[config.mk]
export PLATFORM = sky130hd
export DESIGN_NAME = network_driver
export DESIGN_NICKNAME = d
export VERILOG_FILES = /design/src/rtl/network_driver.sv
export SDC_FILE = /design/constraint.sdc
export NUM_CORES = 1
export LEC_CHECK = 0
export ABC_CLOCK_PERIOD_IN_PS = 2800
export BUFFER_PORTS_ARGS = -buffer_cell sky130_fd_sc_hd__buf_2
export CAP_MARGIN = 20
export CORE_ASPECT_RATIO = 1.2
export CORE_MARGIN = 3
export CORE_UTILIZATION = 45
export DETAILED_ROUTE_END_ITERATION = 8
export PLACE_DENSITY_LB_ADDON = 0.15
export REMOVE_ABC_BUFFERS = 1
export SETUP_SLACK_MARGIN = 0.05
export SLEW_MARGIN = 20
export SYNTH_ARGS = -nofsm -noshare
export SYNTH_HDL_FRONTEND = slang
export SYNTH_SLANG_ARGS = --single-unit
export TNS_END_PERCENT = 50
[constraint.sdc]
create_clock -name clk -period 2.8 [get_ports clk]
set_input_delay 0.7 -clock clk [delete_from_list [all_inputs] [get_ports clk]]
set_output_delay 0.7 -clock clk [all_outputs]
set_load 0.05 [all_outputs]
[src/rtl/network_driver.sv]
// Purpose : initiator for the binary-network classification handshake; takes one
//           pixel vector, pulses start to the runner, times the run, returns the class.
// Latency : accept on edge N -> start in cycle N+1 -> result valid at N+T+2 (timeout)
//           or N+k+3 (early positive seen at run count k).
// Backpressure: in_ready only in IDLE; the result is held in DONE until res_ready.
//
// Ports:
//   clk, rst          sole clock, synchronous active-high reset
//   in_pixels/in_valid/in_ready   host-side vector handshake
//   pixels, start     stable pixel vector and one-cycle start pulse to the runner
//   neuron_out        runner decision: 00 undecided, 01 positive, 10 negative
//   res_class/res_cycles/res_valid/res_ready   result handshake
//   busy              high in every state except IDLE
module network_driver #(
  parameter int WIDTH      = 8,
  parameter int HEIGHT     = 7,
  parameter int GUARD      = 4,
  parameter bit EARLY_EXIT = 1'b1,
  localparam int RUN_CYCLES = HEIGHT * (2 ** (WIDTH + 2)),
  localparam int T          = RUN_CYCLES + GUARD,
  localparam int CW         = $clog2(T + 1)
) (
  input  logic              clk,
  input  logic              rst,
  input  logic [HEIGHT-1:0] in_pixels,
  input  logic              in_valid,
  output logic              in_ready,
  output logic [HEIGHT-1:0] pixels,
  output logic              start,
  input  logic [1:0]        neuron_out,
  output logic [1:0]        res_class,
  output logic [CW-1:0]     res_cycles,
  output logic              res_valid,
  input  logic              res_ready,
  output logic              busy
);

  typedef enum logic [2:0] {
    S_DRAIN = 3'd0,
    S_IDLE  = 3'd1,
    S_START = 3'd2,
    S_RUN   = 3'd3,
    S_DONE  = 3'd4
  } state_t;

  localparam logic [1:0] CLS_NONE = 2'b00;
  localparam logic [1:0] CLS_POS  = 2'b01;
  localparam logic [1:0] CLS_NEG  = 2'b10;
  localparam logic [1:0] CLS_FLT  = 2'b11;

  state_t              state_q;
  logic [CW-1:0]       cnt_q;
  logic [HEIGHT-1:0]   pixels_q;
  logic                start_q;
  logic                in_ready_q;
  logic                res_valid_q;
  logic [1:0]          res_class_q;
  logic [CW-1:0]       res_cycles_q;
  logic                busy_q;

  // Shared counter helpers for DRAIN and RUN.
  logic [CW-1:0]       cnt_inc_d;
  logic                cnt_last_d;
  logic                settled_d;
  logic                early_hit_d;
  logic [1:0]          timeout_class_d;

  assign cnt_inc_d   = cnt_q + CW'(1);
  assign cnt_last_d  = (cnt_q == CW'(T - 1));
  // The runner resets its network during the first two run cycles, so its
  // output is meaningless until then.
  assign settled_d   = (cnt_q >= CW'(2));
  assign early_hit_d = EARLY_EXIT && settled_d && (neuron_out == CLS_POS);

  // Anything other than a clean positive/negative at timeout is a fault.
  always_comb begin
    timeout_class_d = CLS_FLT;
    case (neuron_out)
      2'b01:   timeout_class_d = CLS_POS;
      2'b10:   timeout_class_d = CLS_NEG;
      default: timeout_class_d = CLS_FLT;
    endcase
  end

  always_ff @(posedge clk) begin
    if (rst) begin
      state_q      <= S_DRAIN;
      cnt_q        <= '0;
      pixels_q     <= '0;
      start_q      <= 1'b0;
      in_ready_q   <= 1'b0;
      res_valid_q  <= 1'b0;
      res_class_q  <= CLS_NONE;
      res_cycles_q <= '0;
      busy_q       <= 1'b1;
    end else begin
      // start is a pulse: only the IDLE accept raises it, for one cycle.
      start_q <= 1'b0;
      case (state_q)
        // Wait out a full run length so a pass the runner may still be
        // executing (e.g. after a mid-run reset) finishes before a new start.
        S_DRAIN: begin
          if (cnt_last_d) begin
            state_q    <= S_IDLE;
            in_ready_q <= 1'b1;
            busy_q     <= 1'b0;
          end else begin
            cnt_q <= cnt_inc_d;
          end
        end

        S_IDLE: begin
          if (in_valid) begin
            pixels_q   <= in_pixels;
            start_q    <= 1'b1;
            in_ready_q <= 1'b0;
            busy_q     <= 1'b1;
            state_q    <= S_START;
          end
        end

        S_START: begin
          cnt_q   <= '0;
          state_q <= S_RUN;
        end

        // The counter stops at T-1 on exit so it never wraps.
        S_RUN: begin
          if (early_hit_d) begin
            res_class_q  <= CLS_POS;
            res_cycles_q <= cnt_inc_d;
            res_valid_q  <= 1'b1;
            state_q      <= S_DONE;
          end else if (cnt_last_d) begin
            res_class_q  <= timeout_class_d;
            res_cycles_q <= CW'(T);
            res_valid_q  <= 1'b1;
            state_q      <= S_DONE;
          end else begin
            cnt_q <= cnt_inc_d;
          end
        end

        // Going straight to IDLE (not START) leaves a one-cycle bubble, so
        // in_valid seen here is never accepted.
        S_DONE: begin
          if (res_ready) begin
            res_valid_q <= 1'b0;
            in_ready_q  <= 1'b1;
            busy_q      <= 1'b0;
            state_q     <= S_IDLE;
          end
        end

        default: begin
          state_q     <= S_DRAIN;
          cnt_q       <= '0;
          in_ready_q  <= 1'b0;
          res_valid_q <= 1'b0;
          busy_q      <= 1'b1;
        end
      endcase
    end
  end

  assign in_ready   = in_ready_q;
  assign pixels     = pixels_q;
  assign start      = start_q;
  assign res_class  = res_class_q;
  assign res_cycles = res_cycles_q;
  assign res_valid  = res_valid_q;
  assign busy       = busy_q;

endmodule

==> out/results.txt <==
Reg clk slew, reported paths: 0.09 ns
crit path launch: cnt_q[0]
clock latency at the later pin of the worst-skew pair: 0.30 ns
reg2reg end: cnt_q[4]
Std-Cell Rows: 26
synth top area cells: dfxtp_1, nor2_1, nand2_1
final hold viol count: 0
Sequential Area: 841 sq um
period utilization: 78.9%
Worst VDD drop: 387 uV
DR vias: 1746
RSZ-0062 raised after global routing: false
Die X: 67.5 um
Least-Margin Pin Slew: 0.699 ns
Synth top cells by count: dfxtp_1, nor2_1, nand2_1
first-pass GRT wire length: 7710 um
startpoint types: flip-flop
initial antenna violation count: 0
Async SR Flop Fraction: 0%
Synthesis Warnings: 0
maxcap violations: 0
worst-path maximum fanout: 13
Post-Synth Simple-Gate Area: 26.0%
adder-cell area share of the yosys netlist: 1.22%
Post-synth top flop: dfxtp_1
area delta synth->final: 14.9%
largest net degree at the start of global routing: 34
endpoints failing setup: 0
top-count cell post-synth: dfxtp_1
Die Footprint: 0.00539 sq mm
reg2reg path depth: 7
Final HPWL DP: 3230 um
Max Freq: 0.453 GHz
Core ar.: 0.00433 sq mm
gr ovfl total: 0
filler instances: 431
critical path type: flip-flop to flip-flop
Final #Nets: 287
Setup TNS Final: 0 ns
IO Pins: 39
Slew headroom: 53.2%
Slew Viols, Final: 0
Distinct cells, synth: 48
netlist area before placement: 0.00204 sq mm
multi-input logic area: 0.00110 sq mm
total track usage: 19.0%
Mean Syn Cell Area: 8.63 sq um
CTS H-tree depth: 2
cell taking the most area after synthesis: dfxtp_1
TritonCTS buffer count: 5
wire length per cell: 14.0 um
Post-CTS Setup Inserts: 0
starting density of the core: 47.3%
number of port buffers: 38
clock sinks: 42
layout cells sized above 1: 23.8%
cts hold-fix bufs: 0
Compound-Gate Fraction of Synth Area: 16.0%
Synth Register Bits: 42
status: completed
Routed Antenna Nets: 0
required time of the critical path: 3.03 ns
Pwr Density: 456 mW/mm^2
root buffer cell: clkbuf_8
reg2reg start: cnt_q[0]
critical path endpoint: cnt_q[4]
clk buf depth: 2
reg-to-reg slack, setup: 0.59 ns
die height: 79.8 um
leak pwr: 0.908 nW
Seq/Total Area, Yosys: 41.1%
fin crit period: 2.21 ns
CTS tree: done
largest family of logic cells by synthesized area: simple AND/OR/NAND/NOR gates
final WL: 4620 um
Synth top area share: 41.1%
mux cell area share after synthesis: 6.18%
EDFF count, synth: 0
CP Data Arrival Time: 2.44 ns
final RePlAce weighted congestion: 0.795
DRC viols: 0
final core utilization: 54.3%
Syn Inst Count: 237
ANT cells: 0
vias per cell: 5.31
drt initial violations: 155
hold crit path type: flip-flop to flip-flop
clk_skew: 0.00675 ns
post-cts sizing count: 0
Setup crit end kind: flip-flop
XOR/XNOR Fraction of Synth Area: 4.28%
DRT Pass-1 Iters: 4
vias in the first global route: 1557
[cells in the final DEF (no fill, tap or decap), types with 2 or more instances in the layout]
cell type / n
o21ai_1: 8
a211oi_1: 3
or2_2: 3
inv_1: 9
dfxtp_1: 42
clkbuf_8: 5
a31oi_1: 6
xor2_1: 2
o21bai_1: 2
nand4_1: 5
buf_4: 3
xnor2_1: 8
and3_1: 2
nand2_1: 26
nor2_1: 31
mux2_2: 5
a21oi_1: 6
nand2b_1: 6
ha_1: 2
nand3_1: 9
o32ai_1: 3
nor4_1: 2
o21ai_0: 7
nor4_4: 2
mux2i_1: 7
buf_2: 38
nor3_1: 8
[layer usage]
layer / GRT usage (%) / wire, um / share of wire [%]
met1: 25.2 / 2140 / 46
met2: 28.7 / 2250 / 49
met3: 4.93 / 163 / 3.5
met4: 7.71 / 72 / 1.6
met5: 0 / 0 / 0
[state kept, by name, indices dropped and copies added, names as in the netlist]
register    count
cnt_q          13
res_cycles     13
pixels          7
state_q         3
res_class       2
busy            1
in_ready        1
res_valid       1
start           1
[worst min path at each step]
stage	endpoint	cells past startpoint	start	slack, ns
final	in_ready	2	in_ready	0.47
after global routing	res_valid	2	res_valid	0.51
after CTS	in_ready	2	in_ready	0.48
after detailed placement	in_ready	2	in_ready	0.46
after global placement	res_valid	2	res_valid	0.45
after floorplan	cnt_q[12]	2	cnt_q[12]	0.46
[cells by family (layout without fill, tap and decap cells)]
logic type | after synthesis | count (layout)
adders and majority gates | 2 | 2
DFF | 42 | 42
xor gates and xnor gates | 10 | 10
muxes | 12 | 12
AOI/OAI and AO/OA | 46 | 46
buffers and inverters | 22 | 58
and+or+nand+nor | 103 | 103
[worst max-delay path: stages (launching register included)]
cell and delay (ns):
dfxtp_1 0.42, ha_1 0.25, and4_1 0.27, nand3_1 0.38, a311oi_2 0.39, buf_4 0.23, a31oi_1 0.05, o21ai_0 0.15
[cell type report]
class	instances	share of cell area (%)
inverters	9	1.44
clock inverters	3	1.07
flip-flops and latches	42	35.8
well taps	56	2.98
clock buffers	5	2.93
multi-input cells	173	46.7
repair buffers	41	9.06
[metrics by stage]
step	hold slack [ns]	std cells	total power, mW	area (sq um)	worst slack [ns]
after global routing	0.511	329	1.12	2350	0.412
final	0.472	329	1.07	2350	0.590
after floorplan	0.461	224	0.649	1970	0.708
after CTS	0.478	329	1.08	2350	0.585
after global placement	0.447	321	0.673	2250	0.522
after detailed placement	0.459	321	0.673	2250	0.551
[report_power, final]
| group | total (mW) | switching, mW | internal [mW] |
|---|---|---|---|
| combinational | 0.0521 | 0.0308 | 0.0213 |
| sequential | 0.607 | 0.00616 | 0.601 |
| clock | 0.411 | 0.231 | 0.180 |
| total | 1.07 | 0.268 | 0.802 |
Power figures use the tool's default switching activity.
